===== config.mk =====
export PLATFORM = sky130hd
export DESIGN_NAME = ff_bank_rs
export DESIGN_NICKNAME = d
export VERILOG_FILES = /design/src/rtl/ff_bank_rs.sv
export SDC_FILE = /design/constraint.sdc
export NUM_CORES = 1
export LEC_CHECK = 0
export BUFFER_PORTS_ARGS = -buffer_cell sky130_fd_sc_hd__clkbuf_2
export CAP_MARGIN = 20
export CORE_AREA = 2 2 39 41
export CTS_CLUSTER_DIAMETER = 50
export DETAILED_ROUTE_END_ITERATION = 16
export DIE_AREA = 0 0 41 43
export GPL_TIMING_DRIVEN = 0
export PLACE_DENSITY = 0.53
export SLEW_MARGIN = 30
export SYNTH_ARGS = -nofsm -noshare
export SYNTH_HDL_FRONTEND = slang
export SYNTH_SLANG_ARGS = --single-unit
export TNS_END_PERCENT = 10

===== constraint.sdc =====
create_clock -name clk -period 1 [get_ports clk]
set_input_delay 0.2 -clock clk [delete_from_list [all_inputs] [get_ports clk]]
set_output_delay 0.2 -clock clk [all_outputs]
set_load 0.005 [all_outputs]

===== src/rtl/ff_bank_rs.sv =====
// ff_bank_rs: bank of CHANNELS D flip-flops with synchronous preset/clear, per-channel enable and
// a global load/hold/toggle/shift mode. Define FF_BANK_CONFLICT_FLAG_EN to add the sticky conflict output.
module ff_bank_rs #(
  parameter int unsigned                CHANNELS  = 2,
  parameter logic [CHANNELS-1:0]        RESET_VAL = {CHANNELS{1'b0}}
) (
  input  logic                clk,
  input  logic                reset,
  input  logic [1:0]          mode,
  input  logic [CHANNELS-1:0] ce,
  input  logic [CHANNELS-1:0] d,
  input  logic [CHANNELS-1:0] set_n,
  input  logic [CHANNELS-1:0] clr_n,
  input  logic                sin,
  output logic [CHANNELS-1:0] q,
  output logic [CHANNELS-1:0] q_n,
`ifdef FF_BANK_CONFLICT_FLAG_EN
  output logic                conflict,
`endif
  output logic                sout
);

  localparam logic [1:0] MODE_LOAD   = 2'b00;
  localparam logic [1:0] MODE_HOLD   = 2'b01;
  localparam logic [1:0] MODE_TOGGLE = 2'b10;
  localparam logic [1:0] MODE_SHIFT  = 2'b11;

  // True when any channel has preset and clear asserted together.
  function automatic logic any_dual_assert(input logic [CHANNELS-1:0] s_n,
                                           input logic [CHANNELS-1:0] c_n);
    any_dual_assert = |(~s_n & ~c_n);
  endfunction

  // Mode-selected next value of one channel, used only when the channel is enabled.
  function automatic logic mode_bit(input logic [1:0] m,
                                    input logic       cur,
                                    input logic       din,
                                    input logic       shin);
    case (m)
      MODE_LOAD:   mode_bit = din;
      MODE_HOLD:   mode_bit = cur;
      MODE_TOGGLE: mode_bit = ~cur;
      MODE_SHIFT:  mode_bit = shin;
      default:     mode_bit = cur;
    endcase
  endfunction

  logic [CHANNELS-1:0] q_r;
  logic [CHANNELS-1:0] q_n_r;
  logic [CHANNELS-1:0] shift_src_s;
  logic [CHANNELS-1:0] q_next_s;
  logic [CHANNELS-1:0] q_n_next_s;

  // Serial chain source: channel i takes the pre-edge q of channel i-1, channel 0 takes sin.
  always_comb begin
    shift_src_s    = q_r;
    shift_src_s[0] = sin;
    for (int i = 1; i < int'(CHANNELS); i++) begin
      shift_src_s[i] = q_r[i-1];
    end
  end

  // Per-channel priority: dual assert, preset, clear, enable-off hold, then mode.
  always_comb begin
    q_next_s   = q_r;
    q_n_next_s = ~q_r;
    for (int i = 0; i < int'(CHANNELS); i++) begin
      if (!set_n[i] && !clr_n[i]) begin
        // Both outputs high, as the original 74S74 does with both inputs asserted.
        q_next_s[i]   = 1'b1;
        q_n_next_s[i] = 1'b1;
      end else if (!set_n[i]) begin
        q_next_s[i]   = 1'b1;
        q_n_next_s[i] = 1'b0;
      end else if (!clr_n[i]) begin
        q_next_s[i]   = 1'b0;
        q_n_next_s[i] = 1'b1;
      end else if (!ce[i]) begin
        q_next_s[i]   = q_r[i];
        q_n_next_s[i] = ~q_r[i];
      end else begin
        q_next_s[i]   = mode_bit(mode, q_r[i], d[i], shift_src_s[i]);
        q_n_next_s[i] = ~mode_bit(mode, q_r[i], d[i], shift_src_s[i]);
      end
    end
  end

  // State registers; q_n is separate so the dual-assert state is representable.
  always_ff @(posedge clk) begin
    if (reset) begin
      q_r   <= RESET_VAL;
      q_n_r <= ~RESET_VAL;
    end else begin
      q_r   <= q_next_s;
      q_n_r <= q_n_next_s;
    end
  end

`ifdef FF_BANK_CONFLICT_FLAG_EN
  logic conflict_r;

  // Sticky conflict flag; only reset clears it, and a reset edge never sets it.
  always_ff @(posedge clk) begin
    if (reset) begin
      conflict_r <= 1'b0;
    end else if (any_dual_assert(set_n, clr_n)) begin
      conflict_r <= 1'b1;
    end else begin
      conflict_r <= conflict_r;
    end
  end

  assign conflict = conflict_r;
`endif

  assign q    = q_r;
  assign q_n  = q_n_r;
  assign sout = q_r[CHANNELS-1];

endmodule


# Yosys cells after proc, flatten, opt, wreduce, memory -nomap -nowiden
# Index checks and enable logic that the tools add are counted.
[totals] ff_bits=4 in_bits=13 out_inout_bits=5 wordCells=44
[classes] n_eq_ne=5 muxes=22 bitwise=4 reduce_logical=9
[ops] cell="two-way mux 1 bit" n=20
[ops] cell="!= test 4 x 3 -> 1 bit, second input constant" n=2
[ops] cell="one-hot mux 1 bit (4 select lines)" n=2
[ops] cell="equality test 2 bit, second input constant" n=2
[ops] cell="zero test 1 bit" n=4
[ops] cell="NOT 1 bit" n=4
[ops] cell="OR reduction 2 bit" n=2
[ops] cell="equality test 2 x 1 -> 1 bit, second input constant" n=1
[ops] cell="logical AND 1 bit" n=2
[ops] cell="zero test 2 bit" n=1

# Longest topological paths before layout
# Gate-level depths: netlist (run 1).
[logic_depth] word_depth=10 depth_mapped=4 ltp_nobuf=4

# Worst setup path after synthesis (run 1)
# Ideal clock, no wire load.
[synth_path] kind="register to register" startpoint="register q_r[0] (netlist: q[0])" endpoint="register q_r[1] (netlist: q[1])" setup_time_ns=0.070 arrival_ns=0.942 required_ns=0.930 slack_ns=-0.012 path_stages_with_launch=5 synth_period_minus_slack_ns=1.012 path_cell_list="dfxtp_1 -> nand4b_1 -> o311ai_1 -> a211oi_1 -> o21bai_1"
[synth_between] elab_chain_cells=5
[synth_lines] element="start, declared" line="48" rtl="logic [CHANNELS-1:0] q_r;"
[synth_lines] element="start signal, assigned" line="94" rtl="q_r <= q_next_s;"
[synth_lines] element="one-hot mux 1 bit (4 select lines)" line="39" rtl="case (m)"
[synth_lines] element="two-way mux 1 bit"
[synth_lines] element="two-way mux 1 bit" line="75" rtl="end else if (!clr_n[i]) begin"
[synth_lines] element="two-way mux 1 bit" line="72" rtl="end else if (!set_n[i]) begin"
[synth_lines] element="two-way mux 1 bit" line="68" rtl="if (!set_n[i] && !clr_n[i]) begin"
# No other way between the ends. The select of a mux whose other input is x is not followed.
# A chain may end at the register's enable or synchronous reset.

# Worst setup path in the final report (run 1)
[layout_path] startpoint="register q_r[0] (netlist: q[0])" endpoint="register q_n_r[0] (netlist: q_n[0])"
[layout_between] elab_chain_cells=10
[layout_lines] element="NOT 1 bit" line="42, 80"
[layout_lines] element="one-hot mux 1 bit (4 select lines)" line="39"
[layout_lines] element="two-way mux 1 bit" line="78" rtl="end else if (!ce[i]) begin"
[layout_lines] element="two-way mux 1 bit" line="75"
[layout_lines] element="two-way mux 1 bit" line="72"
[layout_lines] element="two-way mux 1 bit" line="68"
[layout_lines] element="NOT 1 bit" line="83" rtl="q_n_next_s[i] = ~mode_bit(mode, q_r[i], d[i], shift_src_s[i]);"
[layout_lines] element="two-way mux 1 bit *" line="78"
[layout_lines] element="two-way mux 1 bit *" line="75"
[layout_lines] element="two-way mux 1 bit *" line="72"
[layout_lines] element="end signal, assigned" line="92" rtl="q_n_r <= ~RESET_VAL;"
[layout_lines] element="end signal, assigned" line="95" rtl="q_n_r <= q_n_next_s;"
[layout_lines] element="end, declared" line="49" rtl="logic [CHANNELS-1:0] q_n_r;"
# Mark *: on every way between the ends. The rest lies on a longest branch, timed or not. The select of a mux whose other input is x is not followed.

==> flow_metrics.env, run 1 <==
export IMPL_diodes=0
export IMPL_nets=65
export IMPL_r2r_start="q[0]$_SDFFE_PP0P_"
export IMPL_min_path_type="in2reg"
export IMPL_ys_top_cells_by_area="dfxtp_1, inv_1, nor2b_1, o211ai_2, o2111a_1"
export IMPL_fin_area_um2=404
export IMPL_slew_headroom_pct=84.0
export IMPL_status="finished with violations"
export IMPL_pwr_share_comb_pct=22.4
export IMPL_drv_slew=0
export IMPL_finalSetupViolCount=2
export IMPL_syn_nets=41
export IMPL_syn_area_um2=240
export IMPL_synthSimpleGateAreaFrac_pct=13.0
export IMPL_hold_viol=0
export IMPL_fin_crit_ns=1.02
export IMPL_path_max_fanout=4
export IMPL_synth_top_area_cell="dfxtp_1"
export IMPL_ys_seq_area_share_pct=33.3
export IMPL_synthXorXnorAreaFrac_pct=0
export IMPL_synth_seq_cells=4
export IMPL_cp_arrival_ns=1.14
export IMPL_worstSetupEndpointType="flip-flop"
export IMPL_period_share_pct=102
export IMPL_ant_nets=0
export IMPL_vias=284
export IMPL_synth_area_per_cell_um2=8.58
export IMPL_cts_tree="built"
export IMPL_coreArea_um2=1380
export IMPL_design_die_area_um2=1760
export IMPL_initialDrtViolationCount=9
export IMPL_startpoint="q[0]$_SDFFE_PP0P_"
export IMPL_power_switching_uw=123
export IMPL_crit_path_end="q_n[0]$_SDFF_PP1_"
export IMPL_internal_power_uw=369
export IMPL_gp_congestion=0.570
export IMPL_drc=0
export IMPL_dr_pass1_iters=4
export IMPL_clockRootBuffer="clkbuf_4"
export IMPL_grt_antenna_before_repair=0
export IMPL_power_leakage_uw=0.000197
export IMPL_fp_dieW_um=41
export IMPL_ys_types=18
export IMPL_min_from="set_n[0]"
export IMPL_vdd_drop_max_mv=0.483
export IMPL_htreeDepth=1
export IMPL_rows=14
export IMPL_synth_cells=28
export IMPL_violations="setup timing"
export IMPL_grt_max_degree=7
export IMPL_grt_pass1_wl_um=876
export IMPL_io_pins=18
export IMPL_r2r_slack_ns=-0.02
export IMPL_worst_slack_ns=-0.0241
export IMPL_finalNonFillerCells=66
export IMPL_r2r_cells=4
export IMPL_synthAdderAreaFrac_pct=0
export IMPL_placed_area_um2=347
export IMPL_io_buffers=17
export IMPL_crit_chain="buf_6 > o211ai_2 > o21ai_1 > a211o_1"
export IMPL_clk_latency_ns=0.23
export IMPL_critPathRequiredTime_ns=1.11
export IMPL_drt_wl_total_um=613
export IMPL_fmax_ghz=0.976
export IMPL_synth_top_family_by_area="compound AO/OA/AOI/OAI gates"
export IMPL_yosysWarningCount=0
export IMPL_vias_per_cell=4.30
export IMPL_grt_util_all_layers_pct=7.44
export IMPL_finalPower_uw=492
export IMPL_rsz0062_at_grt="true"
export IMPL_p_clk_share_pct=40.4
export IMPL_skew_ns=0.00234
export IMPL_grt_pass1_vias=235
export IMPL_worstSetupPathType="reg2reg"
export IMPL_post_place_cells=61
export IMPL_area_growth_pct=68.2
export IMPL_reg2reg_to="q_n[0]$_SDFF_PP1_"
export IMPL_tns_ns=-0.0306
export IMPL_die_y_um=43
export IMPL_cpMaxStageDelayCell="dfxtp_4"
export IMPL_clkSinkCount=4
export IMPL_initial_core_util_pct=17.4
export IMPL_synth_compound_area_share_pct=42.7
export IMPL_drive_gt1_share_pct=58.0
export IMPL_pwr_share_seq_pct=37.2
export IMPL_wl_per_cell_um=9.29
export IMPL_synth_mux_area_share_pct=0
export IMPL_numCtsBuffers=3
export IMPL_clkTransAtPathRegs_ns=0.04
export IMPL_cp_slowest_stage_delay_ns=0.34
export IMPL_p_sw_share_pct=24.9
export IMPL_whs_ns=0.160
export IMPL_maxCapViolCount=0
export IMPL_clockBufferDepth=2
export IMPL_cp_start_kind="flip-flop"
export IMPL_synth_top_area_share_pct=33.3
export IMPL_grt_remaining_overflow=0
export IMPL_tightest_slew_ns=0.239
export IMPL_pwr_density_cell_nw_per_um2=1220
[routing by layer]
layer / vias up / GRT usage (%) / wire length [um] / share of wire (%)
li1: 149 / - / - / -
met1: 118 / 11.6 / 292 / 48
met2: 17 / 8.13 / 241 / 39
met3: 0 / 1.57 / 78 / 13
met4: 0 / 6.00 / 0 / 0
met5: - / 0 / 0 / 0
[timing repair]
item                                   CTS  global route
gates cloned                             0             0
hold buffers                             0             0
resized for setup                        2             3
pin swaps                                2             4
buffers inserted                         1             1
endpoints found under the hold margin    0             0
setup endpoints to repair                3             5
[cells in the mapped netlist]
master / number
o21ai_0: 1
a211oi_1: 1
o221a_2: 1
nor2b_1: 3
a211o_1: 1
nand4b_1: 1
o21bai_1: 1
a21boi_1: 1
inv_1: 5
dfxtp_1: 4
o311ai_1: 1
a21oi_1: 2
o211ai_2: 1
o2111a_1: 1
nor2_1: 1
o21ai_1: 1
o211ai_1: 1
buf_4: 1
[through the flow]
stage,util [%],setup WS [ns]
global route,29.2,-0.0743
global placement,25.0,-0.131
floorplan,-,0.0449
CTS,27.5,-0.0689
finish,29.2,-0.0241
detailed placement,25.0,-0.136
[critical path: cells and delay by family (launching register included)]
kind	cells	cell delay, ns
buffers and inverters	1	0.12
AOI/OAI and AO/OA	3	0.46
DFF	1	0.34
[worst min path at each step]
| stage | cells past startpoint | endpoint | slack [ns] |
|---|---|---|---|
| 6_report | 2 | q[0]$_SDFFE_PP0P_ | 0.16 |
| 5_1_grt | 2 | q[0]$_SDFFE_PP0P_ | 0.18 |
| 4_1_cts | 2 | q[0]$_SDFFE_PP0P_ | 0.15 |
| 3_5_place_dp | 2 | q[0]$_SDFFE_PP0P_ | 0.40 |
| 3_3_place_gp | 2 | q[0]$_SDFFE_PP0P_ | 0.39 |
| 2_1_floorplan | 1 | q[0]$_SDFFE_PP0P_ | 0.26 |
[cells by family (layout without fill, tap and decap cells)]
group / Yosys count / in the layout
AND/OR/NAND/NOR: 5 / 5
AO/OA/AOI/OAI: 13 / 13
flip-flops: 4 / 4
buffers and inverters: 6 / 28
[sequential cells by signal (all words and copies together), names as in the netlist]
register / count
q: 2
q_n: 2
[layout by cell type (no fill, tap or decap)]
cell type and instances:
a21oi_1 2, dfxtp_2 1, dfxtp_1 2, o311ai_2 1, nor2b_1 3, nor2_1 1, a211oi_2 1, o21ai_1 1
buf_6 1, a21boi_1 1, o21bai_1 1, a211o_1 1, buf_4 2, o2111a_1 1, o211ai_1 1, o21ai_0 1
o221a_2 1, nand4b_1 1, dfxtp_4 1, inv_1 5, clkbuf_2 17, clkbuf_4 3, o211ai_2 1
[power groups by stage]
stage / Combinational (uW) / Sequential (uW) / Clock, uW
2_1_floorplan: 41.6 / 187 / 0
3_3_place_gp: 95.0 / 187 / 0
3_5_place_dp: 94.9 / 187 / 0
4_1_cts: 103 / 182 / 212
5_1_grt: 124 / 185 / 215
6_report: 110 / 183 / 199
[area by class of cell]
class                           count  area [um^2]
Multi-Input combinational cell     18          146
Tap cell                           16         20.0
Fill cell                         166          980
Sequential cell                     4         85.1
Timing Repair Buffer               19          104
Inverter                            5         18.8
Buffer                              1         7.51
Clock buffer                        3         22.5
(Power assumes the default switching activity.)
==> inputs of run 2 (changes only) <==
--- a/config.mk
+++ b/config.mk
@@ -5,6 +5,7 @@
 export SDC_FILE = /design/constraint.sdc
 export NUM_CORES = 1
 export LEC_CHECK = 0
+export ABC_AREA = 1
 export BUFFER_PORTS_ARGS = -buffer_cell sky130_fd_sc_hd__clkbuf_2
 export CAP_MARGIN = 20
 export CORE_AREA = 2 2 39 41
@@ -17,4 +18,3 @@
 export SYNTH_ARGS = -nofsm -noshare
 export SYNTH_HDL_FRONTEND = slang
 export SYNTH_SLANG_ARGS = --single-unit
-export TNS_END_PERCENT = 10
==> run 2 against run 1 <==
Clock-buffer cell count is the same. Via count grew 5.3%. Largest power group unchanged. The flow now finishes without violations. Design area shrank 4.3%. Highest routed layer unchanged. Clock skew is essentially flat.
==> flow_metrics.env, run 2 <==
export IMPL_status="complete, no violations"
export IMPL_synth_edf_count=0
export IMPL_clockRootBuffer="clkbuf_4"
export IMPL_synth_area_per_cell_um2=5.80
export IMPL_fmax_ghz=1.02
export IMPL_place_worst_setup_slack_ns=0.0658
export IMPL_power_leakage_uw=0.000227
export IMPL_min_from="reset"
export IMPL_vias=299
export IMPL_placed_area_um2=343
export IMPL_nets=77
export IMPL_r2r_start="q[1]$_SDFFE_PP0P_"
export IMPL_slew_headroom_pct=90.3
export IMPL_ant_nets=0
export IMPL_drive_gt1_share_pct=45.2
export IMPL_hpwl_um=457
export IMPL_coreArea_um2=1380
export IMPL_tightest_slew_ns=0.145
export IMPL_ys_seq_area_share_pct=33.7
export IMPL_grt_max_degree=6
export IMPL_fp_dieW_um=41
export IMPL_fin_area_um2=387
export IMPL_initialDrtViolationCount=7
export IMPL_vias_per_cell=3.83
export IMPL_grt_pass1_wl_um=938
export IMPL_grt_antenna_before_repair=0
export IMPL_drv_slew=0
export IMPL_finalSetupViolCount=0
export IMPL_yosysWarningCount=0
export IMPL_grt_util_all_layers_pct=7.74
export IMPL_ys_top_cells_by_area="dfxtp_1, nand2_1, inv_1, nor2_1, nand3_1"
export IMPL_drt_wl_total_um=581
export IMPL_rows=14
export IMPL_clk_latency_ns=0.23
export IMPL_drc=0
export IMPL_grt_pass1_vias=251
export IMPL_design_die_area_um2=1760
export IMPL_area_growth_pct=62.6
export IMPL_cp_start_kind="flip-flop"
export IMPL_clockBufferDepth=2
export IMPL_r2r_slack_ns=0.05
export IMPL_vdd_drop_max_mv=0.612
export IMPL_ys_types=9
export IMPL_whs_path_depth=2
export IMPL_initial_core_util_pct=17.2
export IMPL_min_path_type="in2reg"
export IMPL_hold_viol=0
export IMPL_diodes=0
export IMPL_worstSetupPathType="reg2out"
export IMPL_pwr_density_cell_nw_per_um2=1270
export IMPL_hold_path_endpoint="q[1]$_SDFFE_PP0P_"
export IMPL_htreeDepth=1
export IMPL_synth_main_ff_cell="dfxtp_1"
export IMPL_syn_nets=54
export IMPL_synth_seq_cells=4
export IMPL_synth_top_area_cell="dfxtp_1"
export IMPL_final_cell_mix="clkbuf_2, nand2_1, inv_1, nor2_1"
export IMPL_rsz0062_at_grt="true"
export IMPL_async_flop_share_pct=0
export IMPL_fin_crit_ns=0.984
export IMPL_r2r_cells=9
export IMPL_skew_ns=0.00282
export IMPL_cp_arrival_ns=0.78
export IMPL_worst_slack_ns=0.0164
export IMPL_startpoint="q[1]$_SDFFE_PP0P_"
export IMPL_seqCellArea_um2=85.1
export IMPL_nFillCells=165
export IMPL_synth_most_common_cell="nand2_1"
export IMPL_numCtsBuffers=3
export IMPL_synth_top_area_share_pct=33.7
export IMPL_path_max_fanout=4
export IMPL_gp_congestion=0.621
export IMPL_maxCapViolCount=0
export IMPL_die_y_um=43
export IMPL_multiInputGateArea_um2=133
export IMPL_synth_cells=41
export IMPL_dr_pass1_iters=4
export IMPL_finalPower_uw=491
export IMPL_wl_per_cell_um=7.45
export IMPL_final_common_cell="clkbuf_2"
export IMPL_io_pins=18
export IMPL_whs_ns=0.168
export IMPL_grt_remaining_overflow=0
export IMPL_clkTransAtPathRegs_ns=0.04
export IMPL_worstSetupEndpointType="primary output"
export IMPL_reg2reg_to="q_n[1]$_SDFF_PP1_"
export IMPL_cts_tree="built"
export IMPL_io_buffers=17
export IMPL_clkSinkCount=4
export IMPL_critPathRequiredTime_ns=0.80
export IMPL_period_share_pct=98.4
export IMPL_syn_area_um2=238
export IMPL_synth_common_cells="nand2_1, inv_1, nor2_1"
run 2: cell count changes after synthesis, moves of 3 or more:
| cell | previous run | this run |
|---|---|---|
| nor2_1 | 1 | 5 |
| nand3_1 | 0 | 3 |
| nor2b_1 | 3 | 0 |
| nand2_1 | 0 | 18 |
run 2: cell families after synthesis:
family / Yosys count / share of synthesized area (%)
flip-flops: 4 / 33.7
buffers and inverters: 7 / 12.6
AND/OR/NAND/NOR: 26 / 42.6
AO/OA/AOI/OAI: 4 / 11.1
run 2: worst max-delay path, cell delays in order (launching register included):
cell and delay [ns]:
dfxtp_2 0.33, buf_4 0.12, clkbuf_2 0.10
run 2: how the worst max path moves through the flow:
stage	endpoint	slack, ns
finish	q[1]	0.02
global route	q_n[1]$_SDFF_PP1_	-0.03
detailed placement	q_n[0]$_SDFF_PP1_	0.07
floorplan	q_n[0]$_SDFF_PP1_	0.12
CTS	q[1]	0.004
global placement	q_n[0]$_SDFF_PP1_	0.07
run 2: what timing repair did:
item / CTS / global route
hold buffers: 0 / 0
buffers inserted: 1 / 0
resized for setup: 1 / 6
endpoints found under the setup margin: 1 / 5
pin swaps: 0 / 3
endpoints found under the hold margin: 0 / 0
run 2: layout make-up:
class | instances | share of cell area, %
Buffer | 1 | 1.94
Clock buffer | 3 | 5.83
Inverter | 6 | 5.83
Multi-Input combinational cell | 30 | 34.3
Sequential cell | 4 | 22.0
Tap cell | 16 | 5.18
Timing Repair Buffer | 18 | 24.9
run 2: metrics by stage:
step / setup TNS [ns] / std cells / util (%)
after floorplan: 0 / 41 / -
after global placement: 0 / 74 / 24.8
after detailed placement: 0 / 74 / 24.8
after CTS: 0 / 78 / 27.0
after global routing: -0.0486 / 78 / 27.9
final: 0 / 78 / 27.9
run 2: routing by layer:
layer | routed length (um) | up-vias | part of all wire [%] | global-route usage [%]
met4 | 0 | 0 | 0 | 6.00
li1 | - | 166 | - | -
met5 | 0 | - | 0 | 0
met1 | 250 | 119 | 43 | 9.68
met2 | 262 | 14 | 45 | 10.6
met3 | 69 | 0 | 12 | 2.09
run 2: power by group:
group | total, uW | switching, uW | internal (uW) | leakage (uW)
Sequential | 181 | 8.38 | 172 | 0.0000342
Clock | 201 | 66.3 | 134 | 0.0000138
Combinational | 109 | 51.5 | 57.9 | 0.000179
==> inputs of run 3 (changes only) <==
--- a/config.mk
+++ b/config.mk
@@ -14,6 +14,7 @@
 export DIE_AREA = 0 0 41 43
 export GPL_TIMING_DRIVEN = 0
 export PLACE_DENSITY = 0.53
+export RECOVER_POWER = 100
 export SLEW_MARGIN = 30
 export SYNTH_ARGS = -nofsm -noshare
 export SYNTH_HDL_FRONTEND = slang
==> constraint.sdc (replaced) <==
create_clock -name clk -period 1 [get_ports clk]
set_input_delay 0.05 -clock clk [delete_from_list [all_inputs] [get_ports clk]]
set_output_delay 0.05 -clock clk [all_outputs]
set_load 0.005 [all_outputs]
==> run 3 against run 2 <==
Core utilization down 1.1 points. Clock skew about the same. Cell count down 1.3%. Global-route usage unchanged. Total power down 1.9%. Sequential power about the same. Clock power about the same. Setup slack better by 0.098 ns. Flip-flop and latch count unchanged. Clock-buffer cell count unchanged. Highest routed layer unchanged. Design area down 3.9%.
==> flow_metrics.env, run 3 (synthesized netlist as in run 2, its figures left out) <==
export IMPL_status="complete, no violations"
export IMPL_vias=293
export IMPL_vias_per_cell=3.81
export IMPL_coreArea_um2=1380
export IMPL_min_from="set_n[1]"
export IMPL_pwr_density_cell_nw_per_um2=1300
export IMPL_grt_pass1_vias=250
export IMPL_numCtsBuffers=3
export IMPL_maxCapViolCount=0
export IMPL_initial_core_util_pct=17.2
export IMPL_gp_congestion=0.621
export IMPL_finalSetupViolCount=0
export IMPL_grt_remaining_overflow=0
export IMPL_pwr_share_seq_pct=37.6
export IMPL_skew_ns=0.00238
export IMPL_clk_latency_ns=0.23
export IMPL_grt_util_all_layers_pct=7.74
export IMPL_reg2reg_to="q_n[0]$_SDFF_PP1_"
export IMPL_rows=14
export IMPL_whs_ns=0.0236
export IMPL_p_sw_share_pct=25.6
export IMPL_min_path_type="in2reg"
export IMPL_htreeDepth=1
export IMPL_place_worst_setup_slack_ns=0.0658
export IMPL_pwr_share_comb_pct=20.8
export IMPL_io_pins=18
export IMPL_r2r_start="q[0]$_SDFFE_PP0P_"
export IMPL_nets=76
export IMPL_power_leakage_uw=0.000218
export IMPL_design_die_area_um2=1760
export IMPL_power_switching_uw=123
export IMPL_period_share_pct=88.5
export IMPL_clockRootBuffer="clkbuf_4"
export IMPL_hold_path_endpoint="q[1]$_SDFFE_PP0P_"
export IMPL_grt_max_degree=6
export IMPL_clockBufferDepth=2
export IMPL_grt_antenna_before_repair=0
export IMPL_cp_arrival_ns=1.01
export IMPL_wl_per_cell_um=7.47
export IMPL_clkTransAtPathRegs_ns=0.04
export IMPL_tns_ns=0
export IMPL_fmax_ghz=1.13
export IMPL_ant_nets=0
export IMPL_io_buffers=17
export IMPL_worst_slack_ns=0.115
export IMPL_hold_viol=0
export IMPL_r2r_cells=9
export IMPL_critPathRequiredTime_ns=1.12
export IMPL_hpwl_um=457
export IMPL_placed_area_um2=343
export IMPL_worstSetupEndpointType="flip-flop"
export IMPL_drv_slew=0
export IMPL_die_y_um=43
export IMPL_p_clk_share_pct=41.7
export IMPL_rsz0062_at_grt="false"
export IMPL_internal_power_uw=358
export IMPL_fin_crit_ns=0.885
export IMPL_cp_start_kind="flip-flop"
export IMPL_drc=0
export IMPL_grt_pass1_wl_um=938
export IMPL_path_max_fanout=5
export IMPL_whs_path_depth=2
export IMPL_drt_wl_total_um=575
export IMPL_fin_area_um2=372
export IMPL_cts_tree="built"
export IMPL_drive_gt1_share_pct=39.3
export IMPL_area_growth_pct=56.3
export IMPL_clkSinkCount=4
export IMPL_final_cell_mix="nand2_1, clkbuf_2, inv_1"
export IMPL_final_common_cell="nand2_1"
export IMPL_worstSetupPathType="reg2reg"
export IMPL_finalPower_uw=481
export IMPL_r2r_slack_ns=0.11
export IMPL_slew_headroom_pct=90.4
export IMPL_post_cts_buffers=0
export IMPL_tightest_slew_ns=0.144
export IMPL_fp_dieW_um=41
export IMPL_diodes=0
export IMPL_initialDrtViolationCount=8
export IMPL_vdd_drop_max_mv=0.611
export IMPL_postCtsHoldBufs=0
export IMPL_dr_pass1_iters=4
-- run 3: worst max path at each step --
stage,from,endpoint,slack [ns],depth (start not counted)
finish,q[0]$_SDFFE_PP0P_,q_n[0]$_SDFF_PP1_,0.11,9
global route,q[0]$_SDFFE_PP0P_,q_n[0]$_SDFF_PP1_,0.005,9
CTS,q[0]$_SDFFE_PP0P_,q_n[0]$_SDFF_PP1_,0.06,9
detailed placement,q[0]$_SDFFE_PP0P_,q_n[0]$_SDFF_PP1_,0.07,9
global placement,q[0]$_SDFFE_PP0P_,q_n[0]$_SDFF_PP1_,0.07,9
floorplan,q[0]$_SDFFE_PP0P_,q_n[0]$_SDFF_PP1_,0.12,9
-- run 3: critical path, stage by stage, from the launching register on --
cell and delay (ns):
dfxtp_4 0.35, inv_1 0.04, nand2_1 0.04, nand2_1 0.04, nand2_1 0.05, nand2_1 0.04, nand2_1 0.06, nand2_2 0.05
nand2_1 0.05, nand2_1 0.04
-- run 3: stage by stage --
stage | utilization (%) | instances
after floorplan | - | 41
after global routing | 26.9 | 77
after detailed placement | 24.8 | 74
after global placement | 24.8 | 74
final | 26.9 | 77
after CTS | 26.4 | 77
-- run 3: power by group through the flow --
stage	clock [uW]	combinational, uW	sequential, uW
6_report	201	99.9	181
5_1_grt	213	116	183
4_1_cts	216	99.8	181
3_5_place_dp	0	99.4	183
3_3_place_gp	0	97.9	183
2_1_floorplan	0	47.2	184
-- run 3: what timing repair did --
action,in CTS,in global routing
setup endpoints to repair,0,3
hold endpoints to repair,0,0
gates resized for setup,0,4
-- run 3: layout make-up --
class	instances	area (um^2)
Fill cell	164	1010
Multi-Input combinational cell	30	130
Sequential cell	4	85.1
Timing Repair Buffer	17	83.8
Clock buffer	3	22.5
Inverter	6	22.5
Tap cell	16	20.0
Buffer	1	7.51
-- run 3: metal layers --
metal / vias to the layer above / global-route usage, % / wire length, um
li1: 166 / - / -
met1: 113 / 9.68 / 252
met2: 14 / 10.6 / 252
met3: 0 / 2.09 / 70
met4: 0 / 6.00 / 0
met5: - / 0 / 0
